==> config.mk <==
export PLATFORM = sky130hd
export DESIGN_NAME = traffic_sched
export DESIGN_NICKNAME = d
export VERILOG_FILES = /design/src/rtl/traffic_sched.sv
export SDC_FILE = /design/constraint.sdc
export NUM_CORES = 1
export LEC_CHECK = 0
export CAP_MARGIN = 0
export CORE_ASPECT_RATIO = 0.75
export CORE_MARGIN = 1
export CORE_UTILIZATION = 58
export CTS_CLUSTER_DIAMETER = 100
export DETAILED_ROUTE_END_ITERATION = 8
export PLACE_DENSITY = 0.86
export SETUP_SLACK_MARGIN = 0.05
export SLEW_MARGIN = 20
export SYNTH_ARGS = -nofsm -noshare
export SYNTH_HDL_FRONTEND = slang
export SYNTH_SLANG_ARGS = --single-unit
==> constraint.sdc <==
create_clock -name clk -period 10.95 [get_ports clk]
set_clock_uncertainty 0.2 [all_clocks]
set_input_delay 3.285 -clock clk [delete_from_list [all_inputs] [get_ports clk]]
set_output_delay 3.285 -clock clk [all_outputs]
set_load 0.01 [all_outputs]
==> src/rtl/traffic_sched.sv <==
// traffic_sched: two-way intersection controller with yellow and all-red clearance phases.
// Define PED_EN to add the pedestrian request input and the PED_WALK phase.
module traffic_sched #(
   parameter int unsigned CNT_W      = 8,
   parameter int unsigned YEL_TICKS  = 4,
   parameter int unsigned RED_TICKS  = 2,
   parameter int unsigned WALK_TICKS = 6
) (
   input  logic             clk,
   input  logic             rst_n,
   input  logic             tick,
   input  logic [CNT_W-1:0] min_green,
   input  logic [CNT_W-1:0] max_green,
   input  logic             ns_req,
   input  logic             ew_req,
`ifdef PED_EN
   input  logic             ped_req,
`endif
   output logic [1:0]       ns_light,
   output logic [1:0]       ew_light,
   output logic             walk,
   output logic [2:0]       state_o
);

   typedef enum logic [2:0] {
      NS_GREEN  = 3'd0,
      NS_YELLOW = 3'd1,
      NS_RED    = 3'd2,
      EW_GREEN  = 3'd3,
      EW_YELLOW = 3'd4,
      EW_RED    = 3'd5,
      PED_WALK  = 3'd6
   } state_t;

   localparam logic [CNT_W-1:0] YEL_C  = CNT_W'(YEL_TICKS);
   localparam logic [CNT_W-1:0] RED_C  = CNT_W'(RED_TICKS);
   localparam logic [CNT_W-1:0] WALK_C = CNT_W'(WALK_TICKS);

   // Register holds the raw code so the unused code 7 stays representable and recoverable.
   logic [2:0]       state_q;
   state_t           state_d;
   state_t           cur;
   logic [CNT_W-1:0] timer_q, timer_d;
   logic [CNT_W-1:0] elapsed, min_eff, phase_lim;
   logic             ns_pend_q, ns_pend_d;
   logic             ew_pend_q, ew_pend_d;
   logic             ped_dem;
   logic             phase_done;

`ifdef PED_EN
   logic ped_pend_q, ped_pend_d;
   logic ped_to_ns_q, ped_to_ns_d;
   assign ped_dem = ped_pend_q;
`else
   assign ped_dem = 1'b0;
`endif

   assign cur = state_t'(state_q);

   // Tick count including the current tick, saturating at all-ones.
   assign elapsed = (timer_q == '1) ? timer_q : timer_q + CNT_W'(1);

   always_comb begin
      min_eff = (min_green == '0) ? CNT_W'(1) : min_green;
      if (min_eff > max_green) min_eff = max_green;
   end

   always_comb begin
      phase_lim = '1;
      case (cur)
         NS_YELLOW, EW_YELLOW: phase_lim = YEL_C;
         NS_RED, EW_RED:       phase_lim = RED_C;
         PED_WALK:             phase_lim = WALK_C;
         default:              phase_lim = '1;
      endcase
   end

   assign phase_done = tick && (elapsed >= phase_lim);

   always_comb begin
      state_d   = cur;
      ns_pend_d = ns_pend_q | (ns_req & (cur != NS_GREEN));
      ew_pend_d = ew_pend_q | (ew_req & (cur != EW_GREEN));
`ifdef PED_EN
      ped_pend_d  = ped_pend_q | ped_req;
      ped_to_ns_d = ped_to_ns_q;
`endif
      case (cur)
         NS_GREEN:
            if (tick && (ew_pend_q || ped_dem) &&
                ((elapsed >= min_eff && !ns_req) || elapsed >= max_green))
               state_d = NS_YELLOW;
         NS_YELLOW: if (phase_done) state_d = NS_RED;
         NS_RED:    if (phase_done) state_d = ped_dem ? PED_WALK : EW_GREEN;
         EW_GREEN:
            if (tick && (ns_pend_q || ped_dem) &&
                ((elapsed >= min_eff && !ew_req) || elapsed >= max_green))
               state_d = EW_YELLOW;
         EW_YELLOW: if (phase_done) state_d = EW_RED;
         EW_RED:    if (phase_done) state_d = ped_dem ? PED_WALK : NS_GREEN;
`ifdef PED_EN
         PED_WALK:  if (phase_done) state_d = ped_to_ns_q ? NS_GREEN : EW_GREEN;
`endif
         default:   state_d = NS_RED;
      endcase

      if (state_d == NS_GREEN && cur != NS_GREEN) ns_pend_d = 1'b0;
      if (state_d == EW_GREEN && cur != EW_GREEN) ew_pend_d = 1'b0;
`ifdef PED_EN
      // Remember which green the interrupted red was heading for.
      if (state_d == PED_WALK && cur != PED_WALK) begin
         ped_pend_d  = 1'b0;
         ped_to_ns_d = (cur == EW_RED);
      end
`endif

      if (state_d != cur) timer_d = '0;
      else if (tick)      timer_d = elapsed;
      else                timer_d = timer_q;
   end

   always_ff @(posedge clk or negedge rst_n) begin
      if (!rst_n) begin
         state_q   <= NS_RED;
         timer_q   <= '0;
         ns_pend_q <= 1'b0;
         ew_pend_q <= 1'b0;
`ifdef PED_EN
         ped_pend_q  <= 1'b0;
         ped_to_ns_q <= 1'b0;
`endif
      end else begin
         state_q   <= state_d;
         timer_q   <= timer_d;
         ns_pend_q <= ns_pend_d;
         ew_pend_q <= ew_pend_d;
`ifdef PED_EN
         ped_pend_q  <= ped_pend_d;
         ped_to_ns_q <= ped_to_ns_d;
`endif
      end
   end

   always_comb begin
      ns_light = 2'b00;
      ew_light = 2'b00;
      case (cur)
         NS_GREEN:  ns_light = 2'b10;
         NS_YELLOW: ns_light = 2'b01;
         EW_GREEN:  ew_light = 2'b10;
         EW_YELLOW: ew_light = 2'b01;
         default: begin
            ns_light = 2'b00;
            ew_light = 2'b00;
         end
      endcase
   end

`ifdef PED_EN
   assign walk = (cur == PED_WALK);
`else
   assign walk = 1'b0;
`endif

   assign state_o = state_q;

endmodule

==> metrics.csv <==
stage,metric,value,unit
finish,Fill cells,204,
finish,"Cell Count, Final, Fillers Out",267,
power,P_sw,0.000197,W
logic_synthesis,syn_area_per_cell,8.32,um^2
clocking,Post-CTS Setup Repair Bufs,0,
min_path,HP Class,reg2reg,
worst_setup_path,required time worst endpoint,10.92,ns
clocking,CTS sink cnt,13,
place,placed wire-length estimate,3.68,mm
global_route,aggregate global-route resource usage,0.311,
global_route,largest net degree at the start of global routing,16,
power,maximum VDD drop,0.000133,V
logic_synthesis,"FFs w/ async S/R, synth",1.00,
power,Leakage,1.00,nW
power,sw frac,0.470,
route,average vias per placed instance,6.49,
worst_setup_path,reg-to-reg startpoint,timer_q[0],
clocking,CTS H-tree depth,1,
worst_setup_path,Worst R2R Setup Slack,6.86,ns
route,antenna-violating nets left,0,
route,Routed WL,4.61,mm
worst_setup_path,Crit. End Element,flop,
floorplanning,num rows,16,
sta,Final min period,7.94,ns
route,Routed wire per std cell,17.3,um
floorplanning,Initial Util,0.642,
min_path,hold_sp,ew_pend_q,
global_route,initial antenna violation count,0,
power,cell internal pwr,0.000223,W
place,GPL Wtd Cong,0.976,
power,PwrDens,203,mW/mm^2
worst_setup_path,Worst Path Max Fanout,8,
sta,Slew headroom,0.272,
power,Sequential Power Share,0.224,
power,combinational power share,0.673,
place,Buffers on Ports,27,
logic_synthesis,"EDFF count, synth",0,
clocking,worst-skew pair later-pin latency,0.24,ns
floorplanning,Die Y-Extent,49.5,um
logic_synthesis,"Top FF cell, synth",dfrtp_1,
outcome,status,"complete, no violations",
logic_synthesis,Post-Syn Area,0.00175,mm^2
route,drt pass-1 iters,5,
finish,utilization after layout,0.758,
finish,"most common cell after layout, fill and taps aside",ha_1,
sta,Final Setup Violations,0,
finish,Diodes inserted,0,
clocking,cts bufs inserted,3,
clocking,PostCTS Resize Cnt,0,
sta,Least-Margin Pin Slew,1.09,ns
sta,unrepaired setup endpoints after global routing,false,
clocking,CTS clock-pin slew for the worst setup and hold paths,0.06,ns
route,DRC viols,0,
sta,pins over their slew limit,0,
power,Clock power frac,0.104,
floorplanning,chip width,65.4,um
clocking,cts hold-fix bufs,0,
logic_synthesis,"Net Count, Synth",264,
clocking,clock tree from TritonCTS,built,
run,Max-Cap Viols,0,
sta,top achievable clock speed,126,MHz
clocking,clk root buf,clkbuf_8,
worst_setup_path,Worst setup startpoint,min_green[4],
logic_synthesis,count of cell types in the netlist,51,
global_route,vias in the first global route,1654,
place,# placed instances,263,
logic_synthesis,synthesized instance count,210,
sta,Min Hold Slack,0.388,ns
finish,"commonest cells after routing, fill and taps aside","ha_1, clkdlybuf4s50_1, nor2_1, inv_1",
clocking,Max clock buf depth,2,
logic_synthesis,post-synthesis register bit count,13,
floorplanning,core area,0.00272,mm^2
route,initial drt markers,111,
floorplanning,io pins,29,
finish,Area Growth Syn to Fin,18.1,%
global_route,first-pass GRT wire length,7.69,mm
sta,fin crit share,0.725,
floorplanning,die area,0.00324,mm^2
logic_synthesis,Yosys warning total,0,
sta,TNS Setup,0,ns
worst_setup_path,crit path kind,in2reg,
finish,number of nets in the layout,286,
route,Vias,1732,
logic_synthesis,sequential share of the synthesized area,0.187,
sta,Final Hold Fails,0,
finish,layout cell share with drive strength beyond 1,0.0519,
global_route,grt ovf,0,
worst_setup_path,CP arrival,7.91,ns
worst_setup_path,Critical Path Start Type,primary input,
## state kept, by name (all words and copies together), names as in the netlist
name,cells
timer_q,8
state_o,3
ew_pend_q,1
ns_pend_q,1
## cell usage after synthesis, types with 2 or more instances
library cell,number,area [um^2]
xnor2_1,3,26.3
nor2b_1,2,12.5
o21a_1,3,22.5
a21o_1,2,15.0
o2111ai_1,2,17.5
o21ai_0,8,40.0
a21oi_1,12,60.1
nor3_1,5,25.0
ha_1,33,413
xor2_1,4,35.0
dfrtp_1,12,300
nor2_1,19,71.3
clkbuf_1,6,22.5
and3_1,2,12.5
nand3_1,10,50.1
nand4_1,5,31.3
a31oi_1,4,25.0
or3_1,4,25.0
nand2b_1,3,18.8
a2111o_1,2,22.5
nor4_1,2,12.5
buf_2,2,10.0
mux2i_1,11,110
and2_1,2,12.5
nand2_1,11,41.3
a32o_1,2,20.0
inv_1,15,56.3
## kinds of logic (layout without fill, tap and decap cells)
logic type	after synthesis	after routing	share of synthesized area
xor+xnor	7	7	0.0351
buf+inv	25	46	0.0573
flops	13	13	0.187
simple gates	68	68	0.195
mux	12	12	0.0694
fa+ha+maj	33	33	0.236
other cells	1	1	0.00215
compound gates	51	51	0.218
## worst paths after layout
path	to	cells past startpoint
setup / recovery	timer_q[4]	17
hold / removal	ew_pend_q	2
setup reg to reg	state_o[0]	11
hold reg to reg	ew_pend_q	2
max in group asynchronous	ew_pend_q	1
min in group asynchronous	timer_q[7]	1
## metrics by stage
step / instance area [um^2] / worst slack (ns) / total power, W
6_report: 2060 / 3.01 / 0.000420
5_1_grt: 2060 / 2.74 / 0.000457
4_1_cts: 2060 / 3.06 / 0.000413
3_5_place_dp: 2020 / 2.83 / 0.000368
3_3_place_gp: 2020 / 3.23 / 0.000349
2_1_floorplan: 1750 / 4.10 / 0.000288
## routing by layer
| layer | vias up | track usage | share of wire |
|---|---|---|---|
| met5 | - | 0 | 0 |
| met3 | 8 | 0.0602 | 0.081 |
| met4 | 0 | 0.0725 | 0.015 |
| met1 | 816 | 0.416 | 0.45 |
| met2 | 85 | 0.514 | 0.45 |
| li1 | 823 | - | - |
## cell type report
class / count / area, um^2 / area share
inverters: 15 / 56.3 / 0.0273
flip-flops and latches: 13 / 327 / 0.158
multi-input cells: 172 / 1320 / 0.640
repair buffers: 27 / 270 / 0.131
clock buffers: 4 / 45.0 / 0.0218
well taps: 36 / 45.0 / 0.0218
## power by group through the flow
stage / Clock [W] / Sequential, W / Combinational, W
final: 0.0000435 / 0.0000939 / 0.000283
after global routing: 0.0000470 / 0.0000970 / 0.000313
after CTS: 0.0000430 / 0.0000931 / 0.000277
after detailed placement: 0 / 0.0000936 / 0.000274
after global placement: 0 / 0.0000920 / 0.000257
after floorplan: 0 / 0.0000784 / 0.000210
## worst max-delay path, stage by stage
cell and delay, ns:
clkdlybuf4s50_1 0.45, nor4_1 0.38, a21oi_1 0.15, ha_1 0.21
nor2b_1 0.13, o21ai_0 0.11, a21oi_1 0.18, o21bai_1 0.09
a22oi_1 0.83, mux2i_1 0.28, ha_1 0.26, nand2b_4 0.14
a2111o_1 0.42, a32o_1 0.24, a31o_1 0.23, a211o_4 0.39
nor2_1 0.14
Note: power is estimated with default switching activity, not from simulation.
